==> config.mk <==
export PLATFORM = sky130hd
export DESIGN_NAME = uart_tx_flat
export DESIGN_NICKNAME = d
export VERILOG_FILES = /design/src/rtl/uart_pkg.sv /design/src/rtl/uart_tx_if.sv /design/src/rtl/uart_tx_fifo.sv /design/src/rtl/uart_tx.sv /design/src/flat_wrapper.sv
export SDC_FILE = /design/constraint.sdc
export NUM_CORES = 1
export LEC_CHECK = 0
export CELL_PAD_IN_SITES_DETAIL_PLACEMENT = 1
export CELL_PAD_IN_SITES_GLOBAL_PLACEMENT = 2
export CORE_MARGIN = 5
export CORE_UTILIZATION = 41
export CTS_CLUSTER_SIZE = 30
export DETAILED_ROUTE_END_ITERATION = 8
export GPL_TIMING_DRIVEN = 0
export HOLD_SLACK_MARGIN = 0.05
export PLACE_DENSITY = 0.81
export SETUP_SLACK_MARGIN = 0.1
export SYNTH_ARGS = -nofsm -noshare
export SYNTH_HDL_FRONTEND = slang
export SYNTH_SLANG_ARGS = --single-unit
==> constraint.sdc <==
create_clock -name clk -period 2.39 [get_ports clk]
set_clock_uncertainty 0.15 [all_clocks]
set_input_delay 0.478 -clock clk [delete_from_list [all_inputs] [get_ports clk]]
set_output_delay 0.478 -clock clk [all_outputs]
set_load 0.05 [all_outputs]
==> src/rtl/uart_pkg.sv <==
// uart_pkg: state encoding and framing constants shared by uart_tx and the matching receiver.
// Optional feature macro: UART_TX_PARITY_EN (adds the PARITY state for 8E1 framing).
package uart_pkg;

    localparam int DATA_BITS            = 8;
    localparam int CLKS_PER_BIT_DEFAULT = 4;
    localparam int FIFO_DEPTH_DEFAULT   = 4;

`ifdef UART_TX_PARITY_EN
    typedef enum logic [2:0] {
        IDLE,
        START,
        DATA,
        PARITY,
        STOP
    } uart_state_t;
`else
    typedef enum logic [2:0] {
        IDLE,
        START,
        DATA,
        STOP
    } uart_state_t;
`endif

endpackage

==> src/rtl/uart_tx_if.sv <==
// uart_tx_if: byte-level valid/ready handshake into the transmitter.
// master = byte producer, slave = uart_tx.
interface uart_tx_if;
    import uart_pkg::*;

    logic [DATA_BITS-1:0] tx_data;
    logic                 tx_valid;
    logic                 tx_ready;

    modport master (output tx_data, output tx_valid, input tx_ready);
    modport slave  (input tx_data, input tx_valid, output tx_ready);
endinterface

==> src/rtl/uart_tx_fifo.sv <==
// uart_tx_fifo: synchronous FIFO, power-of-two depth, pointers carry one extra
// wrap bit so full and empty are distinguishable. Head is visible combinationally
// so the transmitter can load it on the same edge it pops.
module uart_tx_fifo #(
    parameter int DEPTH = 4,
    parameter int WIDTH = 8
) (
    input  logic             clk,
    input  logic             rst,
    input  logic             push,
    input  logic [WIDTH-1:0] push_data,
    input  logic             pop,
    output logic [WIDTH-1:0] head,
    output logic             full,
    output logic             empty
);
    localparam int AW = $clog2(DEPTH);

    logic [WIDTH-1:0] mem [DEPTH];
    logic [AW:0]      wr_ptr_reg;
    logic [AW:0]      rd_ptr_reg;
    logic             do_push;
    logic             do_pop;

    assign empty   = (wr_ptr_reg == rd_ptr_reg);
    assign full    = (wr_ptr_reg[AW] != rd_ptr_reg[AW]) &&
                     (wr_ptr_reg[AW-1:0] == rd_ptr_reg[AW-1:0]);
    assign do_push = push && !full;
    assign do_pop  = pop && !empty;
    assign head    = mem[rd_ptr_reg[AW-1:0]];

    // Storage write; a push coinciding with reset never lands.
    always_ff @(posedge clk) begin
        if (do_push && !rst) begin
            mem[wr_ptr_reg[AW-1:0]] <= push_data;
        end
    end

    // Pointer update; push and pop in the same cycle both advance.
    always_ff @(posedge clk) begin
        if (rst) begin
            wr_ptr_reg <= '0;
            rd_ptr_reg <= '0;
        end else begin
            if (do_push) begin
                wr_ptr_reg <= wr_ptr_reg + {{AW{1'b0}}, 1'b1};
            end
            if (do_pop) begin
                rd_ptr_reg <= rd_ptr_reg + {{AW{1'b0}}, 1'b1};
            end
        end
    end
endmodule

==> src/rtl/uart_tx.sv <==
// uart_tx: buffered UART transmitter, 8N1 by default, LSB first, idle-high line.
// Define UART_TX_PARITY_EN to insert an even-parity bit after data bit 7 (8E1).
// Back-to-back frames leave no idle cycle between a stop bit and the next start bit.
module uart_tx
    import uart_pkg::*;
#(
    parameter int CLKS_PER_BIT = CLKS_PER_BIT_DEFAULT,
    parameter int FIFO_DEPTH   = FIFO_DEPTH_DEFAULT
) (
    input  logic         clk,
    input  logic         rst,
    uart_tx_if.slave     bus,
    output logic         tx,
    output logic         busy
);
    localparam int BW    = (CLKS_PER_BIT > 1) ? $clog2(CLKS_PER_BIT) : 1;
    localparam int IDX_W = $clog2(DATA_BITS);
    localparam logic [BW-1:0]    BAUD_LAST = BW'(CLKS_PER_BIT - 1);
    localparam logic [IDX_W-1:0] BIT_LAST  = IDX_W'(DATA_BITS - 1);

    uart_state_t          state_reg,   state_next;
    logic [BW-1:0]        baud_reg,    baud_next;
    logic [IDX_W-1:0]     bit_idx_reg, bit_idx_next;
    logic [DATA_BITS-1:0] shift_reg,   shift_next;
    logic                 tx_reg,      tx_next;
`ifdef UART_TX_PARITY_EN
    logic                 parity_reg,  parity_next;
`endif

    logic                 bit_end;
    logic                 load;
    logic [DATA_BITS-1:0] fifo_head;
    logic                 fifo_full;
    logic                 fifo_empty;

    uart_tx_fifo #(
        .DEPTH (FIFO_DEPTH),
        .WIDTH (DATA_BITS)
    ) u_fifo (
        .clk       (clk),
        .rst       (rst),
        .push      (bus.tx_valid),
        .push_data (bus.tx_data),
        .pop       (load),
        .head      (fifo_head),
        .full      (fifo_full),
        .empty     (fifo_empty)
    );

    assign bus.tx_ready = !fifo_full;
    assign busy         = (state_reg != IDLE) || !fifo_empty;
    assign tx           = tx_reg;
    assign bit_end      = (baud_reg == BAUD_LAST);

    // Next-state, baud/bit counters and the registered line level for the next cycle.
    always_comb begin
        state_next   = state_reg;
        bit_idx_next = bit_idx_reg;
        shift_next   = shift_reg;
        tx_next      = tx_reg;
        load         = 1'b0;
`ifdef UART_TX_PARITY_EN
        parity_next  = parity_reg;
`endif
        if (state_reg == IDLE || bit_end) begin
            baud_next = '0;
        end else begin
            baud_next = baud_reg + {{(BW-1){1'b0}}, 1'b1};
        end

        case (state_reg)
            IDLE: begin
                tx_next = 1'b1;
                load    = !fifo_empty;
            end
            START: begin
                if (bit_end) begin
                    state_next   = DATA;
                    bit_idx_next = '0;
                    tx_next      = shift_reg[0];
                end
            end
            DATA: begin
                if (bit_end) begin
                    if (bit_idx_reg == BIT_LAST) begin
`ifdef UART_TX_PARITY_EN
                        state_next = PARITY;
                        tx_next    = parity_reg;
`else
                        state_next = STOP;
                        tx_next    = 1'b1;
`endif
                    end else begin
                        bit_idx_next = bit_idx_reg + {{(IDX_W-1){1'b0}}, 1'b1};
                        shift_next   = {1'b0, shift_reg[DATA_BITS-1:1]};
                        tx_next      = shift_reg[1];
                    end
                end
            end
`ifdef UART_TX_PARITY_EN
            PARITY: begin
                if (bit_end) begin
                    state_next = STOP;
                    tx_next    = 1'b1;
                end
            end
`endif
            STOP: begin
                if (bit_end) begin
                    load       = !fifo_empty;
                    state_next = IDLE;
                    tx_next    = 1'b1;
                end
            end
            default: begin
                state_next = IDLE;
                tx_next    = 1'b1;
            end
        endcase

        // Popping the head starts a new frame immediately, from IDLE or straight out of STOP.
        if (load) begin
            state_next = START;
            shift_next = fifo_head;
            tx_next    = 1'b0;
`ifdef UART_TX_PARITY_EN
            parity_next = ^fifo_head;
`endif
        end
    end

    // State and datapath registers; reset aborts any frame and returns the line high.
    always_ff @(posedge clk) begin
        if (rst) begin
            state_reg   <= IDLE;
            baud_reg    <= '0;
            bit_idx_reg <= '0;
            shift_reg   <= '0;
            tx_reg      <= 1'b1;
`ifdef UART_TX_PARITY_EN
            parity_reg  <= 1'b0;
`endif
        end else begin
            state_reg   <= state_next;
            baud_reg    <= baud_next;
            bit_idx_reg <= bit_idx_next;
            shift_reg   <= shift_next;
            tx_reg      <= tx_next;
`ifdef UART_TX_PARITY_EN
            parity_reg  <= parity_next;
`endif
        end
    end
endmodule

==> src/flat_wrapper.sv <==
// flat-port wrapper written by rule: the top's interface ports become plain ports
module uart_tx_flat import uart_pkg::*;
#(
    parameter int CLKS_PER_BIT = CLKS_PER_BIT_DEFAULT,
    parameter int FIFO_DEPTH   = FIFO_DEPTH_DEFAULT
)
  (clk, rst, tx, busy, bus_tx_data, bus_tx_valid, bus_tx_ready);
  uart_tx_if bus_i ();
  input  logic clk;
  input  logic rst;
  output logic tx;
  output logic busy;
  input wire logic [$bits(bus_i.tx_data)-1:0] bus_tx_data;
  input wire logic [$bits(bus_i.tx_valid)-1:0] bus_tx_valid;
  output wire logic [$bits(bus_i.tx_ready)-1:0] bus_tx_ready;
  assign bus_i.tx_data = bus_tx_data;
  assign bus_i.tx_valid = bus_tx_valid;
  assign bus_tx_ready = bus_i.tx_ready;
  uart_tx #(.CLKS_PER_BIT(CLKS_PER_BIT), .FIFO_DEPTH(FIFO_DEPTH)) u_core (.clk(clk), .rst(rst), .bus(bus_i), .tx(tx), .busy(busy));
endmodule
==> flow_summary_export.csv <==
group,metric,value,unit
run_status,status,"finished, final reports clean",
sta,finalSetupViolCount,0,
placed_design,dp_hpwl,3400,um
setup_path,worstPathArrival,1.60,ns
setup_path,required,1.76,ns
final_layout,antenna_cells,0,
logic_synthesis,post_synth_fa_ha_maj_area_fraction,0.0629,
final_layout,postLayoutCoreUtil,0.490,
final_layout,n_fill_cell,580,
sta,hold_viol,0,
global_route,grt_pass1_vias,1632,
die,dieArea,0.00745,mm2
die,coreArea,0.00557,mm2
final_layout,drive_gt1_frac,0.144,
logic_synthesis,synth_edf_count,32,
sta,fin_crit_sh,0.932,
setup_path,worst-path-max-fanout,6,
logic_synthesis,synthSimpleGateAreaFrac,0.112,
die,num_rows,27,
clock_tree,clk_latency,0.31,ns
power_and_ir_drop,power.leakage,0.932,nW
logic_synthesis,synth_top_family_by_area,"simple AND/OR/NAND/NOR gates",
clock_tree,cts_made_buffers,5,
setup_path,endpoint_kind,"output pin",
route,drt_iter0_drc,54,
power_and_ir_drop,power_density,965,mW/mm2
logic_synthesis,synth_top_area_share,0.403,
logic_synthesis,synth_cell_types,35,
logic_synthesis,synthMuxAreaShare,0.0839,
sta,fmax,449,MHz
setup_path,path_class,"reg -> out",
route,routed_wl,4780,um
clock_tree,ctsHoldBuffers,0,
logic_synthesis,yosys_most_used_dff,"edfxtp_1",
logic_synthesis,syn_avg_cell_area,12.7,um2
clock_tree,tritoncts,"done",
route,vias_per_cell,5.34,
clock_tree,cts_buffer_depth,2,
clock_tree,cts.clk_slew.worst_paths,0.10,ns
die,dieWidth,86.3,um
clock_tree,clkSinkCount,56,
sta,slew_viol_final,0,
logic_synthesis,synth_compound_area_frac,0.0823,
placed_design,io_buffer_count,12,
logic_synthesis,synthTopCellsByArea,"edfxtp_1 40%, dfxtp_1 20%, mux4_2 7.6%",
final_layout,largest_reg_flops,32,
route,routedWlPerCell,17.1,um
global_route,grt_pass1_wl,7800,um
route,first_pass_iters,4,
global_route,grt_max_degree,20,
sta,rsz0062_at_grt,"true",
logic_synthesis,synthArstFlopShare,0,
logic_synthesis,syn_area,0.00239,mm2
global_route,gr-total-overflow,0,
power_and_ir_drop,ir_worst_vdd,0.409,mV
logic_synthesis,synthesis.nets,211,
logic_synthesis,ys_warn_count,0,
final_layout,seq_area,0.00144,mm2
global_route,track_usage,0.136,
route,num_vias,1496,
sta,fin_crit,2.23,ns
min_path,min_path_type,"reg -> reg",
placed_design,place.gp.congestion,0.700,
flow_run,maxCapViolCount,0,
route,drc,0,
placed_design,place_inst,272,
final_layout,synthToLayoutAreaGrowth,14.5,%
final_layout,final_nets,230,
logic_synthesis,synth_xor_area_frac,0.0257,
clock_tree,cts_root_buffer,"clkbuf_8",
logic_synthesis,synth_seq_cells,56,
sta,tightest_slew,0.769,ns
route,ant_nets,0,
logic_synthesis,synth.largest_area_cell,"edfxtp_1",
setup_path,critPathLaunchType,"flop",
global_route,grt_antenna_before_repair,0,
die,start_util,0.428,
final_layout,multiInputGateArea,922,um2
die,pin_count,14,
logic_synthesis,synthCells,188,
sta,max-slew-margin-rel,0.485,
clock_tree,cts.htree.levels,2,
die,die_h,86.3,um
logic_synthesis,ys_seq_area_frac,0.604,
final_layout,final_cell_count_no_fill,280,
sta,final.setup.tns,0,ns
## final timing paths
check,startpoint,cells after the start,to,slack [ns]
setup / recovery,u_core.u_fifo.wr_ptr_reg[1],3,bus_tx_ready,0.16
hold / removal,u_core.baud_reg[0],1,u_core.baud_reg[0],0.30
setup reg to reg,u_core.u_fifo.wr_ptr_reg[1],3,u_core.u_fifo.mem[1][6],0.20
hold reg to reg,u_core.baud_reg[0],1,u_core.baud_reg[0],0.30
## worst max-delay path: stages, from the launching register on
cell           delay (ns)
dfxtp_1              0.49
xnor2_2              0.17
nand3_1              0.11
dlygate4sd2_1        0.53
## stage by stage
step / cell area [um2] / worst slack [ns] / total power [mW] / hold slack (ns)
after CTS: 2720 / 0.130 / 2.67 / 0.307
after global placement: 2600 / -0.467 / 2.06 / 0.264
after floorplan: 2390 / 0.315 / 1.87 / 0.255
after global routing: 2730 / 0.0788 / 2.81 / 0.307
after detailed placement: 2600 / -0.755 / 2.11 / 0.292
final: 2730 / 0.162 / 2.64 / 0.301
## metal layers
metal	share of wire	global-route usage
met1	0.43	0.153
met2	0.54	0.259
met3	0.029	0.0314
met4	0.0048	0.0340
met5	0	0
## final cells by class
class | instances | share of cell area
Sequential cell | 56 | 0.528
Clock buffer | 5 | 0.0252
Buffer | 9 | 0.0160
Timing Repair Buffer | 12 | 0.0417
Inverter | 7 | 0.00962
Clock inverter | 3 | 0.00916
Multi-Input combinational cell | 116 | 0.338
Tap cell | 72 | 0.0330
## report_power, final
| part | leakage [nW] | switching, mW | internal [mW] |
|---|---|---|---|
| logic | 0.394 | 0.499 | 0.369 |
| clock network | 0.0504 | 0.322 | 0.216 |
| registers | 0.487 | 0.0814 | 1.15 |
| total | 0.932 | 0.903 | 1.73 |
## synthesized netlist by cell type, drive strengths merged (2+ instances only)
cell / count
clkbuf: 5
nor2: 20
or3: 2
a22oi: 2
mux2i: 2
nor3b: 3
inv: 7
nand2: 22
nor2b: 2
ha: 12
edfxtp: 32
dfxtp: 24
a31oi: 2
nand3: 3
xnor2: 6
buf: 4
mux4: 8
a311oi: 8
o21ai: 3
a21oi: 8
## kinds of logic (layout without fill, tap and decap cells)
logic type | count (synthesis) | in the layout
fa+ha+maj | 12 | 12
simple gates | 59 | 59
compound gates | 28 | 28
mux | 10 | 10
buf+inv | 16 | 36
flops | 56 | 56
xor+xnor | 7 | 7
## placed cells by master, fill, tap and decap left out, types with 3 or more instances in the layout
cell type        instances
buf_2                    3
ha_1                    12
dfxtp_1                 24
nand3_1                  3
clkbuf_8                 5
nand2_1                 22
clkbuf_1                 5
inv_1                    7
a21oi_1                  8
edfxtp_1                32
mux4_2                   8
clkdlybuf4s50_1         10
xnor2_1                  4
nor2_1                  19
a311oi_1                 7
o21ai_0                  3
## what timing repair did
item	4_1_cts	5_1_grt
hold endpoints to repair	0	0
resized for setup	9	6
setup endpoints to repair	26	25
setup buffers	0	0
Power figures use the tool's default switching activity.
